`src/rtl/axil_servo_array.sv`:
```
// axil_servo_array
//   Multi-channel AXI4-Lite servo peripheral. NUM_CH PWM servo channels share
//   one frame counter; each channel has a target angle, a slewed current angle
//   and a latched enable. Enable and angle changes take effect only at frame
//   boundaries, so pulses are never truncated or stretched mid-frame.
//
//   Register map (byte offsets from BASE_ADDR):
//     0x00 CTRL     RW  [NUM_CH-1:0] enable mask
//     0x04 STATUS   RO  [NUM_CH-1:0] ch_active
//     0x08 STEP     RW  [7:0] max degrees per frame (0 = jump)
//     0x10+4*i ANGLE_i  RW  write [7:0] target (0..180),
//                           read {16'b0, current[7:0], target[7:0]}
//
//   Ports:
//     ACLK, ARESETn         clock, asynchronous active-low reset
//     AW*/W*/B*             AXI4-Lite write address / data / response
//     AR*/R*                AXI4-Lite read address / data
//     pwm_out[NUM_CH]       registered servo pulse per channel
//     ch_active[NUM_CH]     enable mask latched at the last frame boundary
//
//   Handshakes: a transfer happens on a channel in any cycle where both VALID
//   and READY are high at the rising edge of ACLK. VALID is held with stable
//   payload until that edge; READY never depends on the same channel's VALID.
module axil_servo_array #(
  parameter logic [31:0] BASE_ADDR     = 32'h4000_0000,
  parameter int          NUM_CH        = 4,
  parameter int          PERIOD_CYC    = 1_000_000,
  parameter int          PULSE_MIN_CYC = 25_000,
  parameter int          CYC_PER_DEG   = 556
) (
  input  logic              ACLK,
  input  logic              ARESETn,
  input  logic [31:0]       AWADDR,
  input  logic              AWVALID,
  output logic              AWREADY,
  input  logic [2:0]        AWPROT,
  input  logic [31:0]       WDATA,
  input  logic [3:0]        WSTRB,
  input  logic              WVALID,
  output logic              WREADY,
  output logic              BVALID,
  input  logic              BREADY,
  output logic [1:0]        BRESP,
  input  logic [31:0]       ARADDR,
  input  logic              ARVALID,
  output logic              ARREADY,
  input  logic [2:0]        ARPROT,
  output logic [31:0]       RDATA,
  output logic [1:0]        RRESP,
  output logic              RVALID,
  input  logic              RREADY,
  output logic [NUM_CH-1:0] pwm_out,
  output logic [NUM_CH-1:0] ch_active
);

  if (NUM_CH < 1 || NUM_CH > 8) begin : g_bad_num_ch
    $error("axil_servo_array: NUM_CH must be in 1..8");
  end
  if (PULSE_MIN_CYC + 180 * CYC_PER_DEG >= PERIOD_CYC) begin : g_bad_timing
    $error("axil_servo_array: maximum pulse does not fit in PWM frame");
  end

  localparam logic [1:0]  RESP_OKAY   = 2'b00;
  localparam logic [1:0]  RESP_SLVERR = 2'b10;
  localparam logic [31:0] CH_MASK     = (32'd1 << NUM_CH) - 32'd1;
  localparam logic [31:0] LAST_CNT    = 32'(PERIOD_CYC - 1);

  // Write path state
  logic              aw_held_q, aw_held_d;
  logic [31:0]       aw_addr_q, aw_addr_d;
  logic              w_held_q,  w_held_d;
  logic [31:0]       w_data_q,  w_data_d;
  logic [3:0]        w_strb_q,  w_strb_d;
  logic              bvalid_q,  bvalid_d;
  logic [1:0]        bresp_q,   bresp_d;
  // Read path state
  logic              rvalid_q,  rvalid_d;
  logic [31:0]       rdata_q,   rdata_d;
  logic [1:0]        rresp_q,   rresp_d;
  // Registers and PWM engine
  logic [NUM_CH-1:0] ctrl_q,      ctrl_d;
  logic [7:0]        step_q,      step_d;
  logic [7:0]        target_q  [NUM_CH];
  logic [7:0]        target_d  [NUM_CH];
  logic [7:0]        current_q [NUM_CH];
  logic [7:0]        current_d [NUM_CH];
  logic [NUM_CH-1:0] ch_active_q, ch_active_d;
  logic [NUM_CH-1:0] pwm_q,       pwm_d;
  logic [31:0]       cnt_q,       cnt_d;

  logic [31:0] w_off;
  logic [31:0] ar_off;
  logic        frame_end;
  logic        unused_ok;

  assign w_off     = aw_addr_q - BASE_ADDR;
  assign ar_off    = ARADDR - BASE_ADDR;
  assign frame_end = (cnt_q == LAST_CNT);
  assign unused_ok = ^{AWPROT, ARPROT};

  assign AWREADY   = !aw_held_q && !bvalid_q;
  assign WREADY    = !w_held_q && !bvalid_q;
  assign BVALID    = bvalid_q;
  assign BRESP     = bresp_q;
  assign ARREADY   = !rvalid_q;
  assign RVALID    = rvalid_q;
  assign RDATA     = rdata_q;
  assign RRESP     = rresp_q;
  assign pwm_out   = pwm_q;
  assign ch_active = ch_active_q;

  // Move current one slew step toward target; STEP=0 jumps straight there.
  function automatic logic [7:0] slew(input logic [7:0] cur,
                                      input logic [7:0] tgt,
                                      input logic [7:0] step);
    logic [7:0] diff;
    diff = (tgt > cur) ? (tgt - cur) : (cur - tgt);
    if (step == 8'd0 || diff <= step) return tgt;
    else if (tgt > cur)               return cur + step;
    else                              return cur - step;
  endfunction

  // Write channel: independent AW/W holds, then one commit cycle.
  always_comb begin
    aw_held_d = aw_held_q;
    aw_addr_d = aw_addr_q;
    w_held_d  = w_held_q;
    w_data_d  = w_data_q;
    w_strb_d  = w_strb_q;
    bvalid_d  = bvalid_q;
    bresp_d   = bresp_q;
    ctrl_d    = ctrl_q;
    step_d    = step_q;
    target_d  = target_q;

    if (AWVALID && AWREADY) begin
      aw_held_d = 1'b1;
      aw_addr_d = AWADDR;
    end
    if (WVALID && WREADY) begin
      w_held_d = 1'b1;
      w_data_d = WDATA;
      w_strb_d = WSTRB;
    end
    if (bvalid_q && BREADY) bvalid_d = 1'b0;

    // Both holds can only be set while BVALID is low, so the commit never
    // collides with a pending response.
    if (aw_held_q && w_held_q) begin
      aw_held_d = 1'b0;
      w_held_d  = 1'b0;
      bvalid_d  = 1'b1;
      bresp_d   = RESP_SLVERR;
      if (w_strb_q == 4'hF && w_off[1:0] == 2'b00) begin
        if (w_off == 32'h0) begin
          if ((w_data_q & ~CH_MASK) == 32'h0) begin
            ctrl_d  = w_data_q[NUM_CH-1:0];
            bresp_d = RESP_OKAY;
          end
        end else if (w_off == 32'h8) begin
          step_d  = w_data_q[7:0];
          bresp_d = RESP_OKAY;
        end else begin
          for (int i = 0; i < NUM_CH; i++) begin
            if (w_off == 32'h10 + 32'(4 * i) && w_data_q <= 32'd180) begin
              target_d[i] = w_data_q[7:0];
              bresp_d     = RESP_OKAY;
            end
          end
        end
      end
    end
  end

  // Read channel: decode on the AR handshake, hold response until RREADY.
  always_comb begin
    rvalid_d = rvalid_q;
    rdata_d  = rdata_q;
    rresp_d  = rresp_q;
    if (rvalid_q && RREADY) rvalid_d = 1'b0;
    if (ARVALID && ARREADY) begin
      rvalid_d = 1'b1;
      rdata_d  = 32'h0;
      rresp_d  = RESP_SLVERR;
      if (ar_off[1:0] == 2'b00) begin
        if (ar_off == 32'h0) begin
          rdata_d = 32'(ctrl_q);
          rresp_d = RESP_OKAY;
        end else if (ar_off == 32'h4) begin
          rdata_d = 32'(ch_active_q);
          rresp_d = RESP_OKAY;
        end else if (ar_off == 32'h8) begin
          rdata_d = {24'h0, step_q};
          rresp_d = RESP_OKAY;
        end else begin
          for (int i = 0; i < NUM_CH; i++) begin
            if (ar_off == 32'h10 + 32'(4 * i)) begin
              rdata_d = {16'h0, current_q[i], target_q[i]};
              rresp_d = RESP_OKAY;
            end
          end
        end
      end
    end
  end

  // PWM engine. Register writes landing on the boundary edge are seen here
  // through the _q values, so they apply one frame later.
  always_comb begin
    cnt_d       = frame_end ? 32'h0 : cnt_q + 32'd1;
    ch_active_d = frame_end ? ctrl_q : ch_active_q;
    for (int i = 0; i < NUM_CH; i++) begin
      current_d[i] = frame_end ? slew(current_q[i], target_q[i], step_q)
                               : current_q[i];
      pwm_d[i]     = ch_active_q[i] &&
                     (cnt_q < 32'(PULSE_MIN_CYC) +
                              32'(current_q[i]) * 32'(CYC_PER_DEG));
    end
  end

  always_ff @(posedge ACLK or negedge ARESETn) begin
    if (!ARESETn) begin
      aw_held_q   <= 1'b0;
      aw_addr_q   <= 32'h0;
      w_held_q    <= 1'b0;
      w_data_q    <= 32'h0;
      w_strb_q    <= 4'h0;
      bvalid_q    <= 1'b0;
      bresp_q     <= 2'b00;
      rvalid_q    <= 1'b0;
      rdata_q     <= 32'h0;
      rresp_q     <= 2'b00;
      ctrl_q      <= '0;
      step_q      <= 8'h0;
      ch_active_q <= '0;
      pwm_q       <= '0;
      cnt_q       <= 32'h0;
      for (int i = 0; i < NUM_CH; i++) begin
        target_q[i]  <= 8'h0;
        current_q[i] <= 8'h0;
      end
    end else begin
      aw_held_q   <= aw_held_d;
      aw_addr_q   <= aw_addr_d;
      w_held_q    <= w_held_d;
      w_data_q    <= w_data_d;
      w_strb_q    <= w_strb_d;
      bvalid_q    <= bvalid_d;
      bresp_q     <= bresp_d;
      rvalid_q    <= rvalid_d;
      rdata_q     <= rdata_d;
      rresp_q     <= rresp_d;
      ctrl_q      <= ctrl_d;
      step_q      <= step_d;
      ch_active_q <= ch_active_d;
      pwm_q       <= pwm_d;
      cnt_q       <= cnt_d;
      target_q    <= target_d;
      current_q   <= current_d;
    end
  end

endmodule

```
`config.mk`:
```
export PLATFORM = sky130hd
export DESIGN_NAME = axil_servo_array
export DESIGN_NICKNAME = d
export VERILOG_FILES = /design/src/rtl/axil_servo_array.sv
export SDC_FILE = /design/constraint.sdc
export NUM_CORES = 1
export LEC_CHECK = 0
export ABC_AREA = 1
export CAP_MARGIN = 0
export CORE_ASPECT_RATIO = 1.5
export CORE_UTILIZATION = 35
export CTS_CLUSTER_SIZE = 20
export DETAILED_ROUTE_END_ITERATION = 12
export GPL_TIMING_DRIVEN = 1
export PLACE_DENSITY_LB_ADDON = 0.05
export SYNTH_ARGS = -nofsm -noshare
export SYNTH_HDL_FRONTEND = slang
export SYNTH_SLANG_ARGS = --single-unit
```
`constraint.sdc`:
```
create_clock -name ACLK -period 9.5 [get_ports ACLK]
set_input_delay 1.425 -clock ACLK [delete_from_list [all_inputs] [get_ports ACLK]]
set_output_delay 1.425 -clock ACLK [all_outputs]
set_load 0.05 [all_outputs]
```
==> qor.txt <==
Antenna violations before repair - 0
Row cnt - 113
DRT Pass-1 Iters - 6
RR Endpoint - pwm_out[3]
Antenna viol nets, final - 0
Primary FF master, synth - dfrtp_1
CTS tree - built
I/O pin count - 162
Yosys top cell area share - 0.231
Fmax - 0.208 GHz
Total of max-cap violations - 0
Multiplexer share of the synthesized area - 0.0114
EDFF count, synth - 0
Global-route wire length before repair - 116 mm
Data required, critical path - 9950 ps
TNS Setup - 0 ps
PwrDens - 104 nW/um^2
Startpoint Class - flop
CP Max Fanout - 10
Synth Area in Compound Gates - 0.111
Most used cell, CP - nand2_1
Clock Latency Late Sink - 560 ps
Crit path capture type - flop
Clock buffer depth - 3
Final Hold Fails - 0
Post-cts sizing count - 0
Synth Area in XOR/XNOR - 0.0529
Post-CTS setup repair buffer count - 0
Largest net degree at the start of global routing - 81
Simple-gate share of the synthesized area - 0.265
Status - complete, no violations
Nets@finish - 3700
Top Family by Delay on Critical Path - adder cells
Root Buffer Master - clkbuf_16
Core area - 63200 sq um
Crit path kind - flop to flop
#FFs+latches synth - 206
FF-to-FF setup slack - 4700 ps
Worst Path Buf+Inv - 2
Largest area contributor in the netlist - dfrtp_1
Critical Path AT - 5250 ps
Worst stage delay on the critical path - 710 ps
Global placement routability congestion - 0.929
Hold Crit Start - RDATA[13]
Cell area after synthesis - 22300 sq um
Main combinational cell family by area after synthesis - simple AND/OR/NAND/NOR gates
Lkg Pwr - 0.0139 uW
Sequential area share after synthesis - 0.231
Initial DRC count - 916
Setup violators final - 0
Adder-Cell Fraction of Synth Area - 0.223
Dpl hpwl - 60.7 mm
# diodes - 0
WL per Instance - 18.6 microns
Max Slew Vio Count - 0
Number of I/O port buffers - 137
All-Layer GR Usage - 0.231
Most frequent cell after synthesis - nand2_1
Number of global-route vias before repair - 20700
CTS H-tree depth - 1
Max-slew headroom - 0.280
Clock-pin slew on the worst setup and hold paths - 60 ps
GRT Residual Overflow - 0
Min-delay worst type - flop to flop
Die Wd - 208 microns
Clock Skews - 12.3 ps
WHS Path Cells - 2
Drc violations - 0
Vias per cell - 5.08
Reg2reg path depth - 19
Crit path cell chain - ha_1 -> inv_1 -> fa_1 -> fa_1 -> inv_1 -> ha_1 -> nand2_1 -> nor2_1 -> nand2_1 -> nand2_1 -> xor2_1 -> nand3_1 -> nand2_1 -> xor2_1 -> ha_1 -> a21oi_1 -> o21ai_0 -> o21bai_1 -> a21oi_1
Share of cells above drive strength 1 - 0.0523
Synth area leaders - dfrtp_1 23%, ha_1 19%, nand2_1 12%, inv_1 8.0%, nand3_1 4.6%
Peak VDD IR - 0.172 mV
R2r startpoint - current_q[1]
Design area - 25300 sq um
Slowest CP cell - dfrtp_1
Syn Area/Cell - 7.22 sq um
CP Launch Point - current_q[1]
Distinct cell type count after synthesis - 56
Effective utilization at floorplan - 0.353
Cts bufs inserted - 27
Ys Warns - 0
Placed cell areas - 24400 sq um
Slew @ Worst Pin - 1080 ps
Unrepaired setup endpoints after global routing - false
TritonCTS Sinks - 206
Commonest cells post-synth - 711 x nand2_1, 476 x inv_1, 334 x ha_1
Minimum clock period - 4800 ps
Drt total wl - 75.2 mm
Die Height - 311 microns
Die footprint - 64900 sq um
Area growth, synth to finish - 13.1%
Post-route clock period utilization - 0.505
FFs w/ async S/R, synth - 1.00
Syn Inst Count - 3094
Via count - 20500
Hold endpoint - RDATA[13]
Post-CTS Hold Fix Bufs - 0
worst max path at each step:
stage,end,slack (ps),cells after the start
global route,current_q[5],4310,21
global placement,pwm_out[3],4690,19
detailed placement,pwm_out[3],4710,19
finish,pwm_out[3],4700,19
floorplan,pwm_out[0],5540,19
CTS,pwm_out[3],4690,19
cell type report:
type | instances | area, sq um
Clock inverter | 13 | 160
Inverter | 503 | 1890
Timing Repair Buffer | 141 | 1410
Multi-Input combinational cell | 2334 | 14900
Fill cell | 6698 | 37900
Sequential cell | 206 | 5150
Clock buffer | 35 | 746
Tap cell | 805 | 1010
worst register-to-register path, delay by kind of cell (launching register included):
family,cells,cell delay [ps]
adders and majority gates,5,1950
and+or+nand+nor,6,710
AOI/OAI and AO/OA,4,710
DFF,1,710
xor gates and xnor gates,2,500
buffers and inverters,2,110
power breakdown:
group	switching (uW)	leakage, uW	internal (uW)
Sequential	111	0.00265	1020
Combinational	256	0.0108	169
Clock	427	0.000441	634
registers in the layout, indices dropped and copies added, names as in the netlist, 4 cells and up:
name and count:
w_data_q 32, aw_addr_q 32, current_q 32, w_strb_q 4, ch_active 4, target_q 32
pwm_out 4, cnt_q 32, RDATA 16, ctrl_q 4, step_q 8
placed cells by master, fill, tap and decap left out, types with 13 or more instances in the layout:
master           count
nor3_1              43
nand3_1            205
a21o_1              16
clkbuf_16           27
dfrtp_1            206
a21oi_1            196
nor2_1             237
xnor2_1             31
o21ai_1             20
o21ai_0            122
o211ai_1            25
mux2_2              19
fa_1                40
clkdlybuf4s50_1    136
ha_1               334
nand4_1             61
nand3_2             13
xor2_1             104
nand2_1            709
conb_1              22
inv_2               20
inv_1              476
per-stage QoR:
stage	cells	total power [uW]	worst slack (ps)	hold WS, ps	utilization
after floorplan	3114	1400	5540	459	-
after global placement	3989	1570	4690	467	0.386
after detailed placement	3989	1580	4710	465	0.386
after CTS	4037	2660	4690	485	0.400
after global routing	4037	2760	4310	506	0.400
final	4037	2620	4700	485	0.400
metal layers:
metal	GRT usage	wire length, microns	vias to the layer above
li1	-	-	10300
met1	0.250	29200	9582
met2	0.438	39000	474
met3	0.0228	2710	154
met4	0.120	4200	0
met5	0	0	-
logic make-up after synthesis:
kind of cell | Yosys count
AO/OA/AOI/OAI | 442
XOR/XNOR | 135
adder cells (fa/ha/maj) | 374
buffers and inverters | 574
flip-flops | 206
multiplexers | 23
other | 2
AND/OR/NAND/NOR | 1338
No activity file was read; power rests on OpenSTA's default activity.
